===== src/rtl/muldiv_ctrl.sv =====
// Multi-cycle MULT/MULTU/DIV/DIVU sequencer owning the HI/LO registers.
// Radix-2 shift-add multiply / restoring divide on magnitudes, with sign fix-up at the end.
module muldiv_ctrl #(
    parameter int unsigned ITER = 32
) (
    input  logic        clk,
    input  logic        reset,
    input  logic        start,
    input  logic        is_div,
    input  logic        Sign,
    input  logic [31:0] in1,
    input  logic [31:0] in2,
    input  logic        flush,
    input  logic        wr_hi,
    input  logic        wr_lo,
    input  logic [31:0] wr_data,
    output logic        busy,
    output logic        done,
    output logic [31:0] hi,
    output logic [31:0] lo
);

    localparam logic [4:0] LastCnt = 5'(ITER - 1);

    typedef enum logic [1:0] {StIdle, StRun, StFix} state_e;

    state_e      state_q, state_d;
    logic [4:0]  cnt_q, cnt_d;
    logic [63:0] acc_q, acc_d;
    logic [31:0] opa_q, opa_d;
    logic        is_div_q, is_div_d;
    logic        neg_res_q, neg_res_d;
    logic        neg_rem_q, neg_rem_d;
    logic        dz_q, dz_d;
    logic [31:0] hi_q, hi_d;
    logic [31:0] lo_q, lo_d;
    logic        busy_q, busy_d;
    logic        done_q, done_d;

    logic [31:0] abs1, abs2;
    logic [32:0] mul_sum;
    logic [63:0] mul_next;
    logic [32:0] div_tmp;
    logic [32:0] div_diff;
    logic [63:0] div_next;
    logic [63:0] prod_neg;
    logic [31:0] rem_neg;
    logic [31:0] quot_neg;

    assign abs1 = (Sign && in1[31]) ? (~in1 + 32'd1) : in1;
    assign abs2 = (Sign && in2[31]) ? (~in2 + 32'd1) : in2;

    // Multiply: acc = {partial product, remaining multiplier bits}
    assign mul_sum  = {1'b0, acc_q[63:32]} + (acc_q[0] ? {1'b0, opa_q} : 33'd0);
    assign mul_next = {mul_sum, acc_q[31:1]};

    // Divide: acc = {partial remainder, dividend/quotient}; subtract as add of ~d + 1
    assign div_tmp  = {acc_q[63:32], acc_q[31]};
    assign div_diff = div_tmp + {1'b1, ~opa_q} + 33'd1;
    assign div_next = div_diff[32] ? {div_tmp[31:0], acc_q[30:0], 1'b0}
                                   : {div_diff[31:0], acc_q[30:0], 1'b1};

    assign prod_neg = ~acc_q + 64'd1;
    assign rem_neg  = ~acc_q[63:32] + 32'd1;
    assign quot_neg = ~acc_q[31:0] + 32'd1;

    always_comb begin
        state_d   = state_q;
        cnt_d     = cnt_q;
        acc_d     = acc_q;
        opa_d     = opa_q;
        is_div_d  = is_div_q;
        neg_res_d = neg_res_q;
        neg_rem_d = neg_rem_q;
        dz_d      = dz_q;
        hi_d      = hi_q;
        lo_d      = lo_q;
        busy_d    = busy_q;
        done_d    = 1'b0;

        unique case (state_q)
            StIdle: begin
                if (start && !flush) begin
                    state_d   = StRun;
                    busy_d    = 1'b1;
                    cnt_d     = 5'd0;
                    is_div_d  = is_div;
                    neg_res_d = Sign & (in1[31] ^ in2[31]);
                    neg_rem_d = Sign & in1[31];
                    dz_d      = is_div & (in2 == 32'd0);
                    opa_d     = is_div ? abs2 : abs1;
                    acc_d     = {32'd0, is_div ? abs1 : abs2};
                end else if (!start) begin
                    if (wr_hi) hi_d = wr_data;
                    if (wr_lo) lo_d = wr_data;
                end
            end
            StRun: begin
                if (flush) begin
                    state_d = StIdle;
                    busy_d  = 1'b0;
                end else begin
                    acc_d = is_div_q ? div_next : mul_next;
                    cnt_d = cnt_q + 5'd1;
                    if (cnt_q == LastCnt) state_d = StFix;
                end
            end
            StFix: begin
                state_d = StIdle;
                busy_d  = 1'b0;
                if (!flush) begin
                    done_d = 1'b1;
                    if (is_div_q) begin
                        hi_d = neg_rem_q ? rem_neg : acc_q[63:32];
                        // Divide by zero keeps the all-ones quotient regardless of sign
                        lo_d = (neg_res_q && !dz_q) ? quot_neg : acc_q[31:0];
                    end else begin
                        {hi_d, lo_d} = neg_res_q ? prod_neg : acc_q;
                    end
                end
            end
            default: begin
                state_d = StIdle;
                busy_d  = 1'b0;
            end
        endcase
    end

    always_ff @(posedge clk or negedge reset) begin
        if (!reset) begin
            state_q   <= StIdle;
            cnt_q     <= 5'd0;
            acc_q     <= 64'd0;
            opa_q     <= 32'd0;
            is_div_q  <= 1'b0;
            neg_res_q <= 1'b0;
            neg_rem_q <= 1'b0;
            dz_q      <= 1'b0;
            hi_q      <= 32'd0;
            lo_q      <= 32'd0;
            busy_q    <= 1'b0;
            done_q    <= 1'b0;
        end else begin
            state_q   <= state_d;
            cnt_q     <= cnt_d;
            acc_q     <= acc_d;
            opa_q     <= opa_d;
            is_div_q  <= is_div_d;
            neg_res_q <= neg_res_d;
            neg_rem_q <= neg_rem_d;
            dz_q      <= dz_d;
            hi_q      <= hi_d;
            lo_q      <= lo_d;
            busy_q    <= busy_d;
            done_q    <= done_d;
        end
    end

    assign busy = busy_q;
    assign done = done_q;
    assign hi   = hi_q;
    assign lo   = lo_q;

endmodule


===== config.mk =====
export PLATFORM = sky130hd
export DESIGN_NAME = muldiv_ctrl
export DESIGN_NICKNAME = d
export VERILOG_FILES = /design/src/rtl/muldiv_ctrl.sv
export SDC_FILE = /design/constraint.sdc
export NUM_CORES = 1
export LEC_CHECK = 0
export BUFFER_PORTS_ARGS = -buffer_cell sky130_fd_sc_hd__buf_2
export CAP_MARGIN = 20
export CORE_ASPECT_RATIO = 0.8
export CORE_UTILIZATION = 30
export DETAILED_ROUTE_END_ITERATION = 6
export GPL_TIMING_DRIVEN = 0
export PLACE_DENSITY = 0.52
export REMOVE_ABC_BUFFERS = 1
export SKIP_LAST_GASP = 1
export SLEW_MARGIN = 20
export SYNTH_ARGS = -nofsm -noshare
export SYNTH_HDL_FRONTEND = slang
export SYNTH_SLANG_ARGS = --single-unit

===== constraint.sdc =====
create_clock -name clk -period 3.5 [get_ports clk]
set_clock_uncertainty 0.15 [all_clocks]
set_input_delay 0.7 -clock clk [delete_from_list [all_inputs] [get_ports clk]]
set_output_delay 0.7 -clock clk [all_outputs]
set_load 0.005 [all_outputs]

==> impl_metrics.csv <==
group,metric,value,unit
worst_setup_path,r2r_setup_slack,-280,ps
logic_synthesis,synthArstFlopShare,1.00,
floorplanning,rows,72,
worst_setup_path,worstSetupStartpointType,"flip-flop",
floorplanning,ios,170,
sta,tightestPinTransition,1160,ps
global_routing,grt_pass1_wl,84700,um
clock_tree,insertion_delay,460,ps
sta,setup_tns,-577,ps
logic_synthesis,synth_top_area_frac,0.293,
clock_tree,cts_tree,"yes",
logic_synthesis,syn_avg_cell_area,7.83,um^2
final_layout,num_antenna_cells,0,
global_routing,grt_max_degree,97,
clock_tree,clock_path_buffers,2,
clock_tree,clock_sinks,173,
logic_synthesis,synth_edf_count,0,
logic_synthesis,seq_area_frac_synth,0.293,
sta,setup_violations,3,
sta,maxSlewViolCount,0,
worst_setup_path,end_kind,"flip-flop",
logic_synthesis,synth_seq_cells,173,
logic_synthesis,yosysMostFrequentCell,"nand2_1",
logic_synthesis,ys_warn_count,0,
floorplanning,die-height,201,um
final_layout,drive_above_1_share,0.176,
logic_synthesis,ys_types,77,
floorplanning,initial_utilization,0.305,
sta,finalCritPeriodShare,1.08,
routing,first_iter_violations,1186,
sta,maxSlewHeadroom,0.223,
min_path,hold_path_end,"hi[13]",
clock_tree,cts_max_level,4,
worst_setup_path,r2r_end,"acc_q[59]",
worst_setup_path,worstRegToRegCells,13,
run,maxCapViolations,0,
clock_tree,cts_root_buf,"clkbuf_16",
worst_setup_path,critPathMaxStageDelay,490,ps
power,p_leak,7.97,nW
power,ir_drop,0.000560,V
routing,drt_pre_antenna_iters,5,
floorplanning,design.die.area,50200,um^2
min_path,hold_class,"flip-flop to flip-flop",
min_path,hp-start,"hi[13]",
final_layout,nNetsFinal,2216,
global_routing,grt_antenna_before_repair,1,
placed_design,port_buffers,169,
floorplanning,coreArea,48600,um^2
placed_design,dp_cells,2602,
routing,vias,14800,
power,cellPowerDensity,763,nW/um^2
clock_tree,path_clk_slew,70,ps
worst_setup_path,crit_chain,"and2_4 -> ha_4 -> inv_2 -> fa_2 -> nand2b_4 -> a21o_1 -> a221o_1 -> a2111o_1 -> and3_4 -> a2111o_1 -> a21o_1 -> a31oi_1 -> o211ai_1",
final_layout,area_growth,20.4,%
sta,fin_ws,-282,ps
logic_synthesis,synth-main-ff-cell,"dfrtp_1",
worst_setup_path,crit_required,3670,ps
routing,viasPerCell,5.52,
run_status,failed_checks,"setup timing",
sta,rsz0062_at_grt,"yes",
routing,ant_nets,0,
clock_tree,cts_inserted_buffers,17,
sta,fmax,264,MHz
run_status,status,"complete, but fails checks",
logic_synthesis,syn_inst,1891,
routing,wl_per_cell,20.6,um
routing,drc,0,
final_layout,stdcell_count,2681,
logic_synthesis,synth_area_leaders,"dfrtp_1, o21ai_0, nand2_1",
worst_setup_path,cp_slowest_cell,"a2111o_1",
worst_setup_path,cp.arrival,3950,ps
global_routing,grt_usage,0.218,
worst_setup_path,crit_type,"flip-flop to flip-flop",
global_routing,grt_pass1_vias,14200,
floorplanning,die_w,250,um
logic_synthesis,synth.cell_area,14800,um^2
worst_setup_path,path_max_fanout,4,
worst_setup_path,r2r-start,"acc_q[0]",
placed_design,dp_hpwl,42200,um
routing,wl,55100,um
sta,hold_viol,0,
placed_design,place_congestion,0.948,
global_routing,grt-ovfl-total,0,
logic_synthesis,yosys-top-cells-count,"nand2_1, o21ai_0, nor2_1, dfrtp_1, a21oi_1",
sta,final.min_clock_period,3780,ps
min_path,hold_depth,2,
logic_synthesis,synth_top_area_cell,"dfrtp_1",
sta,hold_slack,324,ps
## what timing repair did
action                                  CTS  global route
endpoints found under the setup margin   60            46
hold endpoints to repair                 15             0
buffers inserted                         33            15
cloned                                    3             0
hold buffers                              1             0
resized for setup                        59            47
pin swaps                                27            19
## metrics by stage
step	util	worst slack [ps]	instance area (um^2)	power, mW
after global placement	0.330	-7350	16000	8.96
after global routing	0.367	-355	17800	14.5
after detailed placement	0.339	-996	16400	10.4
after floorplan	-	-2680	14400	7.69
final	0.367	-282	17800	13.6
after CTS	0.362	-308	17600	13.4
## registers in the layout, summed over array words and instances (netlist names)
signal / count
cnt_q: 5
neg_rem_q: 1
state_q: 2
dz_q: 1
done: 1
acc_q: 64
is_div_q: 1
hi: 32
lo: 32
busy: 1
opa_q: 32
neg_res_q: 1
## placed cells by master, fill, tap and decap left out, types with 11 or more instances in the layout
cell and count:
o21ai_1 22, o221ai_1 30, nand3_1 19, and3_1 12, clkbuf_16 17, nand2_1 236
inv_1 68, buf_4 39, o211ai_1 17, a22oi_1 17, ha_1 64, and2_1 23
a31oi_1 14, a21oi_1 166, o31ai_1 45, xnor2_1 80, mux2i_1 63, o21ai_0 167
nor2_1 177, dfrtp_1 168, xor2_1 91, nor3_1 28, buf_2 169, a21o_1 37
nand4_1 11
## how the worst max path moves through the flow
stage                      endpoint       from  slack, ps
after floorplan           acc_q[48]  acc_q[31]      -2680
after global placement    acc_q[61]      flush      -7350
after detailed placement  acc_q[60]   acc_q[0]      -1000
after CTS                 acc_q[59]   acc_q[0]       -310
after global routing      acc_q[60]   acc_q[0]       -350
final                     acc_q[59]   acc_q[0]       -280
## per-layer routing
metal	global-route usage	vias to the layer above	part of all wire	wire, um
li1	-	7080	-	-
met1	0.307	7208	0.47	25900
met2	0.334	455	0.44	24200
met3	0.0528	55	0.073	4010
met4	0.0508	0	0.019	1030
met5	0	-	0	0
## worst max-delay path: cells and delay by family (launching register included)
family | cells | cell delay (ps)
AOI/OAI and AO/OA | 7 | 1990
DFF | 1 | 430
buffers and inverters | 1 | 40
adders and majority gates | 2 | 490
and+or+nand+nor | 3 | 540
## where the power goes
group | internal (mW) | switching (mW) | total (mW)
Combinational | 3.60 | 4.71 | 8.31
Clock | 1.09 | 0.900 | 1.99
Sequential | 2.47 | 0.820 | 3.29
## cell type report
class	count	area (um^2)
fillers	5074	30700
inverters	72	289
repair buffers	238	1660
clock buffers	22	464
well taps	629	787
multi-input cells	1538	10200
clock inverters	9	110
flip-flops and latches	173	4340
## cells by family (layout without fill, tap and decap cells)
kind of cell,Yosys count,count (layout),synth area share
buf+inv,180,341,0.0466
flops,173,173,0.293
compound gates,615,615,0.260
mux,68,68,0.0464
simple gates,609,609,0.189
xor+xnor,174,174,0.103
fa+ha+maj,72,72,0.0619
No activity file was read; power rests on OpenSTA's default activity.
